$ cat src/rtl/port_arbiter.sv
// Output-port arbiter for a 3-input router: round-robin grant per output.
// Define PORT_ARB_AGING_EN to add age counters that give starving inputs priority.
module port_arbiter #(
    parameter int unsigned AGE_MAX = 7
) (
    input  logic       clk,
    input  logic       rst_n,
    input  logic       enable,
    input  logic [1:0] dout_x,
    input  logic [1:0] dout_y,
    input  logic [1:0] dout_local,
    output logic [1:0] grant_x,
    output logic [1:0] grant_y,
    output logic [1:0] grant_local,
    output logic [2:0] fail,
    output logic       starve
);

    if (AGE_MAX < 1 || AGE_MAX > 7) begin : g_bad_age
        $error("AGE_MAX must be within 1..7");
    end

    // Index 0 = X, 1 = Y, 2 = LOCAL; grant code is index + 1
    logic [1:0] dir    [3];
    logic [1:0] ptr_q  [3];
    logic [1:0] ptr_d  [3];
    logic [1:0] gnt_q  [3];
    logic [1:0] gnt_d  [3];
    logic [2:0] fail_q;
    logic [2:0] fail_d;
    logic [2:0] urg;
    logic [2:0] active;
    logic [2:0] won;
    logic [2:0] req;
    logic [2:0] cand;
    logic [2:0] sum;
    logic [1:0] idx;
    logic       hit;

    assign dir[0] = dout_x;
    assign dir[1] = dout_y;
    assign dir[2] = dout_local;

    assign active = {dout_local != 2'b00,
                     dout_y != 2'b00,
                     dout_x != 2'b00};

    always_comb begin
        won    = '0;
        fail_d = '0;
        req    = '0;
        cand   = '0;
        sum    = '0;
        idx    = '0;
        hit    = 1'b0;
        for (int p = 0; p < 3; p++) begin
            gnt_d[p] = 2'b00;
            ptr_d[p] = ptr_q[p];
            for (int i = 0; i < 3; i++) begin
                req[i] = (dir[i] == 2'(p + 1));
            end
            cand = (|(req & urg)) ? (req & urg) : req;
            hit  = 1'b0;
            for (int k = 0; k < 3; k++) begin
                sum = {1'b0, ptr_q[p]} + 3'(k);
                idx = (sum >= 3'd3) ? 2'(sum - 3'd3) : sum[1:0];
                if (!hit && cand[idx]) begin
                    hit      = 1'b1;
                    gnt_d[p] = idx + 2'd1;
                    ptr_d[p] = (idx == 2'd2) ? 2'd0 : idx + 2'd1;
                    won[idx] = 1'b1;
                end
            end
        end
        for (int i = 0; i < 3; i++) begin
            fail_d[2 - i] = active[i] & ~won[i];
        end
    end

    always_ff @(posedge clk or negedge rst_n) begin
        if (!rst_n) begin
            for (int p = 0; p < 3; p++) begin
                gnt_q[p] <= 2'b00;
                ptr_q[p] <= 2'b00;
            end
            fail_q <= 3'b000;
        end else if (enable) begin
            for (int p = 0; p < 3; p++) begin
                gnt_q[p] <= gnt_d[p];
                ptr_q[p] <= ptr_d[p];
            end
            fail_q <= fail_d;
        end
    end

    assign grant_x     = gnt_q[0];
    assign grant_y     = gnt_q[1];
    assign grant_local = gnt_q[2];
    assign fail        = fail_q;

`ifdef PORT_ARB_AGING_EN
    localparam logic [2:0] AGE_LIM = 3'(AGE_MAX);

    logic [2:0] age_q [3];
    logic [2:0] age_d [3];
    logic       starve_q;
    logic       starve_d;

    assign urg = {age_q[2] == AGE_LIM,
                  age_q[1] == AGE_LIM,
                  age_q[0] == AGE_LIM};

    assign starve_d = |(urg & active);

    // Count consecutive losses, saturating once urgent
    always_comb begin
        for (int i = 0; i < 3; i++) begin
            age_d[i] = 3'd0;
            if (fail_d[2 - i]) begin
                age_d[i] = urg[i] ? age_q[i] : age_q[i] + 3'd1;
            end
        end
    end

    always_ff @(posedge clk or negedge rst_n) begin
        if (!rst_n) begin
            for (int i = 0; i < 3; i++) begin
                age_q[i] <= 3'd0;
            end
            starve_q <= 1'b0;
        end else if (enable) begin
            for (int i = 0; i < 3; i++) begin
                age_q[i] <= age_d[i];
            end
            starve_q <= starve_d;
        end
    end

    assign starve = starve_q;
`else
    assign urg    = 3'b000;
    assign starve = 1'b0;
`endif

endmodule

$ cat config.mk
export PLATFORM = sky130hd
export DESIGN_NAME = port_arbiter
export DESIGN_NICKNAME = d
export VERILOG_FILES = /design/src/rtl/port_arbiter.sv
export SDC_FILE = /design/constraint.sdc
export NUM_CORES = 1
export LEC_CHECK = 0
export ABC_AREA = 0
export ABC_CLOCK_PERIOD_IN_PS = 4310
export BUFFER_PORTS_ARGS = -buffer_cell sky130_fd_sc_hd__buf_2
export CORE_MARGIN = 2
export CORE_UTILIZATION = 60
export CTS_CLUSTER_DIAMETER = 80
export DETAILED_ROUTE_END_ITERATION = 10
export PLACE_DENSITY = 0.88
export SYNTH_ARGS = -nofsm -noshare
export SYNTH_HDL_FRONTEND = slang
export SYNTH_SLANG_ARGS = --single-unit
$ cat constraint.sdc
create_clock -name clk -period 4.31 [get_ports clk]
set_input_delay 0.862 -clock clk [delete_from_list [all_inputs] [get_ports clk]]
set_output_delay 0.862 -clock clk [all_outputs]
set_load 0.03 [all_outputs]
=== Yosys cells after proc, flatten, opt, wreduce, memory -nomap -nowiden ===
Index checks and enable logic that the tools add are counted.
W data, S select, Z words.

* $lt $le $gt $ge: 27
* Bitwise logic cells: 14
* Reductions and logical operators: 30
* Add/subtract/negate cells: 24
* Muxes and demuxes: 87
* Equal/unequal tests: 18

{| class="wikitable"
|+ Operators with widths
! kind !! count
|-
| $mux W2 || 36
|-
| $eq A2 B2 Y1 const B || 15
|-
| $lt A2 B3 Y1 const B || 9
|-
| $mux W3 || 9
|-
| $mux W1 || 24
|-
| $or A3 B3 Y3 || 8
|-
| $add A2 B1 Y2 const B || 9
|-
| $bmux W1 S2 || 9
|-
| $demux W1 S2 || 9
|-
| $ge A2 B1 Y1 const B || 9
|-
| $ge A3 B2 Y1 const B || 6
|-
| $sub A2 B2 Y2 const B || 9
|-
| $logic_and A1 B1 Y1 || 15
|-
| $add A2 B1 Y3 const B || 3
|-
| $add A2 B2 Y3 const B || 3
|-
| $reduce_bool A3 Y1 || 3
|-
| $eq A2 B1 Y1 const B || 3
|-
| $ge A2 B2 Y1 const B || 3
|-
| $logic_not A1 Y1 || 6
|-
| $reduce_and A2 Y1 || 3
|-
| $reduce_bool A2 Y1 || 3
|-
| $and A1 B1 Y1 || 3
|-
| $not A1 Y1 || 3
|}

* Flip-flop bits (word level): 15
* Input bits: 9
* Logic and storage cells: 207
* Output and inout bits: 10

=== Longest topological paths before layout ===
* Depth in word-level cells: 25
* Depth in mapped cells: 10
* Gate-level depth less buffers: 8

=== Least setup slack after synthesis ===
OpenSTA, ideal clock, no wires.

* Kind: input to register
* Start point: input port dout_local[1]
* End point: register ptr_q[0] in the netlist's numbering
* Slack: 1818 ps
* Arrival time: 2367 ps
* Stages on the path: 8
* Data required time: 4185 ps
* Cells stage by stage: buf_6 > and2_4 > buf_6 > or4_4 > a21oi_2 > nor2_1 > o2bb2a_4 > mux2_4

* Word-level cells in the longest chain between the ends: 11
* Elaborated cells on any way between the ends: 17

{| class="wikitable"
|+ Ends and longest elaborated chain
! item !! line !! source
|-
| from (decl) || 11 || <nowiki>input logic [1:0] dout_local,</nowiki>
|-
| $eq A2 B2 Y1 * || 60 || <nowiki>req[i] = (dir[i] == 2'(p + 1));</nowiki>
|-
| $bmux W1 S2 || 67 || <nowiki>if (!hit && cand[idx]) begin</nowiki>
|-
| $mux W1 (not written as such) || 67 ||
|-
| $mux W1 || 67 ||
|-
| $logic_not A1 Y1 || 67 ||
|-
| $logic_and A1 B1 Y1 || 67 ||
|-
| $mux W1 || 67 ||
|-
| $logic_not A1 Y1 || 67 ||
|-
| $logic_and A1 B1 Y1 || 67 ||
|-
| $reduce_bool A3 Y1 (no line) || -- ||
|-
| $reduce_and A2 Y1 (no line) || -- ||
|-
| to (signal, indexed assignment) || 90 || <nowiki>ptr_q[p] <= ptr_d[p];</nowiki>
|-
| to (decl) || 25 || <nowiki>logic [1:0] ptr_q [3];</nowiki>
|}

Mark *: on every way between the ends. The rest lies on a longest branch, timed or not. The select of a mux whose other input is x is not followed.
A chain may end at the register's enable or synchronous reset.

=== Worst setup path in the final report ===
* Start point: input port dout_y[0]
* End point: register ptr_q[4] in the netlist's numbering

* Word-level cells in the longest chain between the ends: 11
* Elaborated cells on any way between the ends: 17

{| class="wikitable"
|+ Ends and longest elaborated chain
! item !! line !! source
|-
| from (decl) || 10 || <nowiki>input logic [1:0] dout_y,</nowiki>
|-
| $eq A2 B1 Y1 * || 60 ||
|-
| $bmux W1 S2 || 67 ||
|-
| $mux W1 (not written as such) || 67 ||
|-
| $mux W1 || 67 ||
|-
| $logic_not A1 Y1 || 67 ||
|-
| $logic_and A1 B1 Y1 || 67 ||
|-
| $mux W1 || 67 ||
|-
| $logic_not A1 Y1 || 67 ||
|-
| $logic_and A1 B1 Y1 || 67 ||
|-
| $reduce_bool A3 Y1 (no line) || -- ||
|-
| $reduce_and A2 Y1 (no line) || -- ||
|}

Marked as above.

==> flow_summary.ini <==
[routing]
ant_nets = 0
vias = 2251
drt-pass1-iter-count = 5
wl_per_cell_um = 16.3
via_per_inst = 6.82
drt_iter0_markers = 263
routed_wirelength_um = 5390
drc = 0

[global_routing]
grt_util_all_layers = 0.279
antenna_found_initial = 0
first_global_vias = 1894
grt_max_degree = 22
grt_pass1_wl_um = 9090
overflow = 0

[clock_tree]
clockBufferDepth = 2
cts_tree = yes
clk-insertion-delay-late_ns = 0.30
cts.clk_slew.worst_paths_ns = 0.10
cts.sinks = 15
cts_resized = 0
h-tree-depth = 1
numCtsBuffers = 3
clockRootBuffer = clkbuf_4
post-cts-setup-buffers = 0
hold_buffers = 0

[timing]
period_share = 0.608
slew_headroom = 0.536
tightest_slew_ns = 0.678
setup_tns_ns = 0
finalHoldViolations = 0
rsz0062_at_grt = false
slew_viol_final = 0
whs_ns = 0.458
fmax_mhz = 381
setup_viol = 0
fin_worst_skew_ns = 0.00709
fin_crit_ns = 2.62

[place]
numPortBuffers = 17
dp_cells = 326
globalplace.congestion = 0.924
place_hpwl_um = 3900

[yosys]
syn_nets = 308
yosysWarningCount = 0
synth.yosys.seq_area_share = 0.180
ys_seq_elements = 15
netlist-cell-type-count = 65
syn_inst = 287
yosys-top-cells-count = a21oi_1, nand2_1, nor2_1, o21ai_0
ys_top_cells_by_area = dfrtp_1, ha_1, a21oi_1, o21ai_0, nand2_1
syn_avg_cell_area_um2 = 7.26
synth_area_mm2 = 0.00208
ys.flop_type = dfrtp_1
synth_most_common_cell = a21oi_1
synth_top_area_frac = 0.180
synth_top_cell_by_area = dfrtp_1
synthArstFlopShare = 1.00
synth_edf_count = 0

[die]
die_area_mm2 = 0.00396
start_util = 0.624
pin_count = 19
row_count = 21
core_mm2 = 0.00334
die_h_um = 62.9
die_w_um = 62.9

[power]
p_switching_w = 0.000862
vdd_drop_max_mv = 0.458
p_leak_nw = 0.878
p_comb_frac = 0.783
clkPwrFrac = 0.053
total_power_w = 0.00156
pwr-share-seq = 0.163
power_per_cell_area_mw_per_mm2 = 731
p_sw_frac = 0.552
internal_power_w = 0.000700

[critical_path]
criticalPathCategory = input pin to register
start_kind = input pin
arrival_ns = 2.83
crit_required_ns = 4.52
crit_fanout = 11
cp-end-kind = register

[cells_and_area]
area_delta_synth_final_pct = 2.58
final_cells = 330
final_nets = 306
drive_above_1_share = 0.113
nFillCells = 316
n_antenna_cell = 0

[job]
maxCapViolCount = 0

[min_path]
worstHoldPathType = input pin to async pin

[run_status]
status = completed
## cell type report
type | count | area [µm²] | area share
inverter | 16 | 60.1 | 0.0281
clock inverter | 1 | 5.00 | 0.00234
timing repair buffer | 17 | 85.1 | 0.0398
sequential | 15 | 375 | 0.176
tap | 46 | 57.6 | 0.0269
multi-input combinational | 232 | 1530 | 0.717
clock buffer | 3 | 22.5 | 0.0105
## final timing paths
kind | cells past startpoint | start | slack (ns) | to
max | 7 | dout_y[0] | 1.69 | ptr_q[4]$_DFFE_PN0P_
min | 1 | rst_n | 0.46 | grant_y[0]$_DFFE_PN0P_
max reg2reg | 8 | ptr_q[0]$_DFFE_PN0P_ | 1.73 | ptr_q[0]$_DFFE_PN0P_
min reg2reg | 1 | grant_x[0]$_DFFE_PN0P_ | 0.49 | grant_x[0]$_DFFE_PN0P_
max in group asynchronous | 1 | rst_n | 3.58 | ptr_q[5]$_DFFE_PN0P_
min in group clk | 1 | grant_x[0]$_DFFE_PN0P_ | 0.49 | grant_x[0]$_DFFE_PN0P_
## critical path: stages
cell,delay [ns]
buf_2,0.18
nor2b_1,0.54
nor2_1,0.19
maj3_1,0.40
a221oi_2,0.33
o21ai_0,0.16
o22ai_1,0.16
## registers in the layout (all words and copies together) (netlist names)
signal       flops
ptr_q            6
fail             3
grant_local      2
grant_x          2
grant_y          2
## per-layer routing
metal  part of all wire  vias up  GRT usage
li1                   -     1072          -
met1               0.43     1041      0.397
met2               0.47      128      0.444
met3              0.086       10     0.0414
met4              0.011        0     0.0611
met5                  0        -          0
## kinds of logic after synthesis
group | Yosys count | share of synthesized area
other | 1 | 0.00180
multiplexers | 4 | 0.0228
adder cells (fa/ha/maj) | 14 | 0.0817
flip-flops | 15 | 0.180
AO/OA/AOI/OAI | 112 | 0.372
AND/OR/NAND/NOR | 101 | 0.256
buffers and inverters | 40 | 0.0847
## stage by stage
stage                     setup slack [ns]  instance area, µm²  utilization
after floorplan                       1.82                2080            -
after global placement                1.58                2110        0.632
after detailed placement              1.42                2110        0.632
after CTS                             1.71                2140        0.640
after global routing                  1.54                2140        0.640
final                                 1.69                2140        0.640
## layout by cell type (no fill, tap or decap), types with 3 or more instances in the layout
cell type,count
dfrtp_1,15
a22oi_1,5
nand2_1,23
nor2_1,21
ha_1,12
o31ai_1,4
nor3b_1,3
nor3_1,6
o32ai_1,3
o211ai_1,5
and3_1,3
a21o_1,5
a31oi_1,7
nor2b_1,8
a21oi_1,26
nand4_1,8
inv_1,14
o21ai_0,21
or3_1,3
o221ai_1,6
nand2b_1,7
buf_2,17
nand3_1,6
clkbuf_4,3
o22ai_1,3
## power groups by stage
stage	combinational, W	clock [W]	sequential [W]
after global routing	0.00135	0.0000922	0.000263
after global placement	0.00118	0	0.000254
after detailed placement	0.00120	0	0.000258
after CTS	0.00120	0.0000854	0.000255
final	0.00122	0.0000834	0.000255
after floorplan	0.000904	0	0.000322
Power figures use the tool's default switching activity.
